## src/rtl/ref_mem_pkg.sv

```systemverilog
// Shared sizes, FSM states and read-mode encodings for the reference-window memory sequencer.
package ref_mem_pkg;

  localparam int NBANK     = 32;
  localparam int DEPTH     = 96;
  localparam int GRP       = 4;
  localparam int AW        = 7;
  localparam int NGRP      = NBANK / GRP;
  localparam int WIN_BEATS = DEPTH * NGRP;
  localparam int PW        = 10;

  localparam logic RD_MODE_8ROW = 1'b0;
  localparam logic RD_MODE_1ROW = 1'b1;

  typedef enum logic [1:0] {
    IDLE  = 2'd0,
    WRITE = 2'd1,
    RD8   = 2'd2,
    RD1   = 2'd3
  } state_t;

  // Folds an entry index in 0..127 back into 0..95; one subtraction covers that range.
  function automatic logic [AW-1:0] entry_mod(input logic [AW-1:0] e);
    return (e >= AW'(DEPTH)) ? e - AW'(DEPTH) : e;
  endfunction

endpackage

```

## src/rtl/ref_wr_addr_gen.sv

```systemverilog
// Write pointer walk: each beat drives one 4-bank group at entry wr_ptr>>3, registered one cycle.
// No backpressure of its own; wr_clr has priority over a beat and drops it.
module ref_wr_addr_gen
  import ref_mem_pkg::*;
(
  input  logic                clk,
  input  logic                rst_n,
  input  logic                wr_fire,
  input  logic                wr_clr,
  output logic [NBANK-1:0]    bank_sel,
  output logic [NBANK*AW-1:0] wr_addr_all,
  output logic                win_full
);

  logic [PW-1:0] wr_ptr;
  logic [2:0]    grp;
  logic [AW-1:0] entry;

  assign grp   = wr_ptr[2:0];
  assign entry = wr_ptr[PW-1:3];

  always_ff @(posedge clk or negedge rst_n) begin
    if (!rst_n) begin
      wr_ptr      <= '0;
      win_full    <= 1'b0;
      bank_sel    <= '0;
      wr_addr_all <= '0;
    end else begin
      bank_sel <= '0;
      if (wr_clr) begin
        wr_ptr   <= '0;
        win_full <= 1'b0;
      end else if (wr_fire) begin
        for (int j = 0; j < NBANK; j++) begin
          if (3'(j / GRP) == grp) begin
            bank_sel[j]              <= 1'b1;
            wr_addr_all[AW*j +: AW] <= entry;
          end
        end
        if (wr_ptr == PW'(WIN_BEATS - 1)) begin
          wr_ptr   <= '0;
          win_full <= 1'b1;
        end else begin
          wr_ptr <= wr_ptr + PW'(1);
        end
      end
    end
  end

endmodule

```

## src/rtl/ref_mem_ctrl.sv

```systemverilog
// Reference-window memory sequencer: write stream to bank enables, read commands to RD8/RD1 sequences.
// Outputs registered (first read 1 cycle after rd_ack); wr_ready drops while a read owns the memory.
// Optional counters under REF_MEM_CTRL_PERF_EN.
module ref_mem_ctrl
  import ref_mem_pkg::*;
(
  input  logic                clk,
  input  logic                rst_n,
  input  logic                wr_valid,
  output logic                wr_ready,
  input  logic                wr_clr,
  input  logic                rd_req,
  input  logic                rd_mode,
  input  logic [AW-1:0]       rd_start,
  input  logic [AW-1:0]       rd_len,
  output logic                rd_ack,
  output logic [NBANK-1:0]    bank_sel,
  output logic [NBANK*AW-1:0] wr_addr_all,
  output logic [AW-1:0]       rd_address,
  output logic                rd8r_en,
  output logic [3:0]          rdr_sel,
  output logic                rd_done,
  output logic                busy,
  output logic                win_full
`ifdef REF_MEM_CTRL_PERF_EN
  ,
  output logic [31:0]         perf_rd_cyc,
  output logic [31:0]         perf_wr_stall
`endif
);

  state_t        state, state_nxt;
  logic          wr_accept;
  logic [AW-1:0] cur_q, cur_nxt;
  logic [AW-1:0] rem_q, rem_nxt;
  logic [2:0]    sub_q, sub_nxt;
  logic          ack_nxt, done_nxt, en_nxt;
  logic [3:0]    sel_nxt;
  logic [AW-1:0] addr_nxt;

  assign wr_ready  = rst_n & (((state == IDLE) & ~rd_req) | (state == WRITE));
  assign wr_accept = wr_valid & wr_ready;

  always_ff @(posedge clk or negedge rst_n) begin
    if (!rst_n) state <= IDLE;
    else        state <= state_nxt;
  end

  always_comb begin
    state_nxt = state;
    ack_nxt   = 1'b0;
    done_nxt  = 1'b0;
    en_nxt    = 1'b1;
    sel_nxt   = 4'd0;
    addr_nxt  = rd_address;
    cur_nxt   = cur_q;
    rem_nxt   = rem_q;
    sub_nxt   = sub_q;
    case (state)
      IDLE: begin
        if (rd_req) begin
          ack_nxt   = 1'b1;
          state_nxt = (rd_mode == RD_MODE_1ROW) ? RD1 : RD8;
          cur_nxt   = entry_mod(rd_start);
          rem_nxt   = (rd_len == '0) ? AW'(1) : rd_len;
          sub_nxt   = 3'd0;
        end else if (wr_accept) begin
          state_nxt = WRITE;
        end
      end
      WRITE: begin
        if (!wr_valid) state_nxt = IDLE;
      end
      RD8: begin
        if (rem_q != '0) begin
          en_nxt   = 1'b0;
          addr_nxt = cur_q;
          cur_nxt  = entry_mod(cur_q + AW'(1));
          rem_nxt  = rem_q - AW'(1);
        end else begin
          done_nxt  = 1'b1;
          state_nxt = IDLE;
        end
      end
      RD1: begin
        // Eight row-select cycles per entry; only the first re-arms the read enable.
        if (rem_q != '0) begin
          en_nxt   = (sub_q != 3'd0);
          sel_nxt  = {1'b0, sub_q} + 4'd1;
          addr_nxt = cur_q;
          sub_nxt  = sub_q + 3'd1;
          if (sub_q == 3'd7) begin
            cur_nxt = entry_mod(cur_q + AW'(1));
            rem_nxt = rem_q - AW'(1);
          end
        end else begin
          done_nxt  = 1'b1;
          state_nxt = IDLE;
        end
      end
      default: state_nxt = IDLE;
    endcase
  end

  always_ff @(posedge clk or negedge rst_n) begin
    if (!rst_n) begin
      rd_ack     <= 1'b0;
      rd_done    <= 1'b0;
      rd8r_en    <= 1'b1;
      rdr_sel    <= 4'd0;
      rd_address <= '0;
      busy       <= 1'b0;
      cur_q      <= '0;
      rem_q      <= '0;
      sub_q      <= 3'd0;
    end else begin
      rd_ack     <= ack_nxt;
      rd_done    <= done_nxt;
      rd8r_en    <= en_nxt;
      rdr_sel    <= sel_nxt;
      rd_address <= addr_nxt;
      busy       <= (state_nxt != IDLE);
      cur_q      <= cur_nxt;
      rem_q      <= rem_nxt;
      sub_q      <= sub_nxt;
    end
  end

  ref_wr_addr_gen u_wr_addr_gen (
    .clk         (clk),
    .rst_n       (rst_n),
    .wr_fire     (wr_accept),
    .wr_clr      (wr_clr),
    .bank_sel    (bank_sel),
    .wr_addr_all (wr_addr_all),
    .win_full    (win_full)
  );

`ifdef REF_MEM_CTRL_PERF_EN
  always_ff @(posedge clk or negedge rst_n) begin
    if (!rst_n) begin
      perf_rd_cyc   <= '0;
      perf_wr_stall <= '0;
    end else if (wr_clr) begin
      perf_rd_cyc   <= '0;
      perf_wr_stall <= '0;
    end else begin
      if (((state == RD8) || (state == RD1)) && (perf_rd_cyc != '1))
        perf_rd_cyc <= perf_rd_cyc + 32'd1;
      if (wr_valid && !wr_ready && (perf_wr_stall != '1))
        perf_wr_stall <= perf_wr_stall + 32'd1;
    end
  end
`endif

endmodule

```

## config.mk

```make
export PLATFORM = sky130hd
export DESIGN_NAME = ref_mem_ctrl
export DESIGN_NICKNAME = d
export VERILOG_FILES = /design/src/rtl/ref_mem_pkg.sv /design/src/rtl/ref_wr_addr_gen.sv /design/src/rtl/ref_mem_ctrl.sv
export SDC_FILE = /design/constraint.sdc
export NUM_CORES = 1
export LEC_CHECK = 0
export CORE_ASPECT_RATIO = 1.5
export CORE_UTILIZATION = 42
export CTS_BUF_LIST = sky130_fd_sc_hd__clkbuf_16
export CTS_CLUSTER_DIAMETER = 150
export CTS_CLUSTER_SIZE = 20
export DETAILED_ROUTE_END_ITERATION = 10
export GPL_ROUTABILITY_DRIVEN = 0
export MAX_ROUTING_LAYER = met4
export PLACE_DENSITY_LB_ADDON = 0.12
export SYNTH_ARGS = -nofsm -noshare
export SYNTH_HDL_FRONTEND = slang
export SYNTH_SLANG_ARGS = --single-unit
```

## constraint.sdc

```tcl
create_clock -name clk -period 2.8 [get_ports clk]
set_clock_uncertainty 0.15 [all_clocks]
set_input_delay 0.42 -clock clk [delete_from_list [all_inputs] [get_ports clk]]
set_output_delay 0.42 -clock clk [all_outputs]
set_load 0.03 [all_outputs]
```

==> results.sh <==
export IMPL_cts_resized=0
export IMPL_critPathRequiredTime_ns=2.91
export IMPL_clk_pin_slew_ns=0.07
export IMPL_cap_viol_max_count=0
export IMPL_grt_overflow_total=0
export IMPL_fin_nets=737
export IMPL_crit_path_max_incr_delay_ns=0.44
export IMPL_dp_slack_ns=0.345
export IMPL_r2r_worst_path_cells=8
export IMPL_slowest_stage="dfrtp_1"
export IMPL_syn_instance_count=600
export IMPL_dieArea_um2=15600
export IMPL_worstSkewPairLatency_ns=0.34
export IMPL_yosys_most_used_dff="dfrtp_1"
export IMPL_whs_ns=0.0542
export IMPL_wl_mm=14.6
export IMPL_crit_chain="ha_1 -> nand2_1 -> nor2_1 -> xor2_1 -> ha_1 -> xnor3_1 -> a211o_1 -> a31oi_1"
export IMPL_finalSetupTns_ns=0
export IMPL_area_growth_pct=31.5
export IMPL_rows=54
export IMPL_cpMostUsedCell="ha_1"
export IMPL_drtIter0Drc=175
export IMPL_cts_sinks=109
export IMPL_finalPower_mw=4.78
export IMPL_final_area_um2=8310
export IMPL_fin_crit_sh_pct=86.3
export IMPL_yosysMostFrequentCell="buf_4"
export IMPL_power_switching_mw=1.68
export IMPL_yosysSeqAreaShare_pct=43.2
export IMPL_grt_pass1_wl_mm=23.2
export IMPL_synth_top_area_share_pct=42.8
export IMPL_port_buffers=292
export IMPL_p_leak_nw=3.70
export IMPL_clockRootBuffer="clkbuf_16"
export IMPL_yosys_area_top_type="dfrtp_1"
export IMPL_slew_viol_final=0
export IMPL_p_int_mw=3.09
export IMPL_r2r_start="cur_q[0]"
export IMPL_ys_ff_latch=109
export IMPL_initial_core_util_pct=43.3
export IMPL_seqPwrFrac_pct=43.2
export IMPL_critPathCaptureType="flip-flop"
export IMPL_r2r_end="cur_q[5]"
export IMPL_power_share_switching_pct=35.2
export IMPL_synth_common_cells="buf_4 (193), dfrtp_1 (108), nand2_1 (42)"
export IMPL_chipHeight_um=152
export IMPL_slew_limit_headroom_pct=52.4
export IMPL_vias=4295
export IMPL_setup_slack_ns=0.384
export IMPL_rrSetupSlack_ns=0.38
export IMPL_fmax_mhz=414
export IMPL_dp_hpwl_mm=11.2
export IMPL_power_density_nw_per_um2=575
export IMPL_numCtsBuffers=9
export IMPL_min_period_ns=2.42
export IMPL_path_depth=8
export IMPL_cts_setup_buffers=0
export IMPL_grt_pass1_vias=4264
export IMPL_routed_via_density=4.75
export IMPL_grt_use_total_pct=19.9
export IMPL_ctsHoldBuffers=0
export IMPL_ant_nets=0
export IMPL_critPathKind="flip-flop to flip-flop"
export IMPL_place_area_um2=8030
export IMPL_ys_top_cells_by_area="dfrtp_1 (43%), buf_4 (23%), mux2_2 (5.3%), mux2_4 (5.0%), ha_1 (2.6%)"
export IMPL_synth_edff_count=0
export IMPL_peakVddDrop_v=0.000443
export IMPL_worstPathArrival_ns=2.52
export IMPL_io_pins=293
export IMPL_routedWlPerCell_um=16.2
export IMPL_antenna_found_initial=0
export IMPL_grt_max_degree=58
export IMPL_start_kind="flip-flop"
export IMPL_crit_family="XOR/XNOR gates"
export IMPL_syn_cell_area_um2=6320
export IMPL_finalHoldViolCount=0
export IMPL_run_status="complete, no violations"
export IMPL_hold_class="input pin to async pin"
export IMPL_crit_path_start="cur_q[0]"
export IMPL_final_setup_viol_count=0
export IMPL_yosys_warnings=0
export IMPL_drc=0
export IMPL_first_pass_iters=4
export IMPL_synth_cell_types=53
export IMPL_syn_avg_cell_area_um2=10.5
export IMPL_clock_path_buffers=2
export IMPL_worst_pin_slew_ns=0.713
export IMPL_syn_nets=633
export IMPL_drive_gt1_share_pct=13.3
export IMPL_clockPowerShare_pct=24.8
export IMPL_fill_cells=1295
export IMPL_power_frac_comb_pct=32.0
export IMPL_cts_tree="built"
export IMPL_rsz0062_at_grt="false"
export IMPL_critPathBufInv=0
export IMPL_fp_dieW_um=102
export IMPL_core_um2=14600
export IMPL_worst_path_max_fanout=7
export IMPL_num_antenna_cells=0
export IMPL_htree_levels=3
export IMPL_endpoint="cur_q[5]"
export IMPL_synthArstFlopShare_pct=100
[registers in the layout, summed over array words and instances (netlist names)]
register / flops
busy: 1
cur_q: 7
rdr_sel: 4
u_wr_addr_gen.wr_addr_all: 56
rd_ack: 1
u_wr_addr_gen.bank_sel: 8
sub_q: 3
u_wr_addr_gen.win_full: 1
rd8r_en: 1
u_wr_addr_gen.wr_ptr: 10
rd_done: 1
rem_q: 7
rd_address: 7
state: 2
[cell families (layout without fill, tap and decap cells)]
logic type      count (synthesis)  in the layout  synth area share (%)
buf+inv                       234            343                  25.7
simple gates                  119            119                  10.5
flops                         109            109                  43.2
compound gates                 63             63                  5.90
mux                            52             52                  10.5
fa+ha+maj                      13             13                  2.57
xor+xnor                       10             10                  1.60
[layer usage]
layer | track usage, % | vias to the layer above | wire, µm
met2 | 36.5 | 167 | 8060
met5 | - | - | 0
met1 | 21.5 | 2114 | 5630
met3 | 2.39 | 17 | 649
li1 | - | 1997 | -
met4 | 7.14 | 0 | 282
[final cells by class]
class,instances,area (µm²),share of cell area [%]
repair buffers,303,3000,36.1
clock buffers,9,225,2.71
flip-flops and latches,109,2730,32.8
clock inverters,7,52.6,0.632
multi-input cells,257,1970,23.7
inverters,24,90.1,1.08
well taps,196,245,2.95
[worst register-to-register path, delay by kind of cell, from the launching register on]
kind	cells	cell delay [ns]
fa+ha+maj	2	0.49
simple gates	2	0.25
flops	1	0.44
compound gates	2	0.45
xor+xnor	2	0.56
[stage by stage]
step	utilization, %	cells
6_report	56.9	905
5_1_grt	56.9	905
4_1_cts	56.9	905
3_5_place_dp	55.0	889
3_3_place_gp	55.0	889
2_1_floorplan	-	600
[power by group through the flow]
stage / Sequential (mW) / Clock [mW] / Combinational (mW)
2_1_floorplan: 2.16 / 0 / 0.973
3_3_place_gp: 2.09 / 0 / 1.51
3_5_place_dp: 2.09 / 0 / 1.53
4_1_cts: 2.06 / 1.23 / 1.54
5_1_grt: 2.10 / 1.30 / 1.69
6_report: 2.07 / 1.18 / 1.53
[worst min-delay path by stage]
stage / slack [ns] / startpoint / depth (start not counted) / to
2_1_floorplan: -0.03 / rst_n / 0 / busy
3_3_place_gp: 0.31 / rd_address[0] / 2 / rd_address[0]
3_5_place_dp: 0.31 / rd_address[0] / 2 / rd_address[0]
4_1_cts: 0.09 / rst_n / 2 / rdr_sel[0]
5_1_grt: 0.12 / rst_n / 2 / rdr_sel[0]
6_report: 0.05 / rst_n / 2 / rdr_sel[3]
[placed cells by master (no fill, tap or decap), drive strengths merged, types with 2 or more instances in the layout]
master and instances:
clkdlybuf4s50 291, dfrtp 108, mux2 51, nand2 46, inv 26, o21ai 22
a21oi 16, nor2 15, nand3 15, ha 13, buf 12, o22ai 11
clkbuf 9, and3 8, nor3 6, a21o 5, xnor2 5, nand2b 5
clkinv 5, xor2 4, nor4 4, nor2b 4, nand4 3, or3 3
and2 3, a31oi 2, or2b 2, nor3b 2
(Power assumes the default switching activity.)
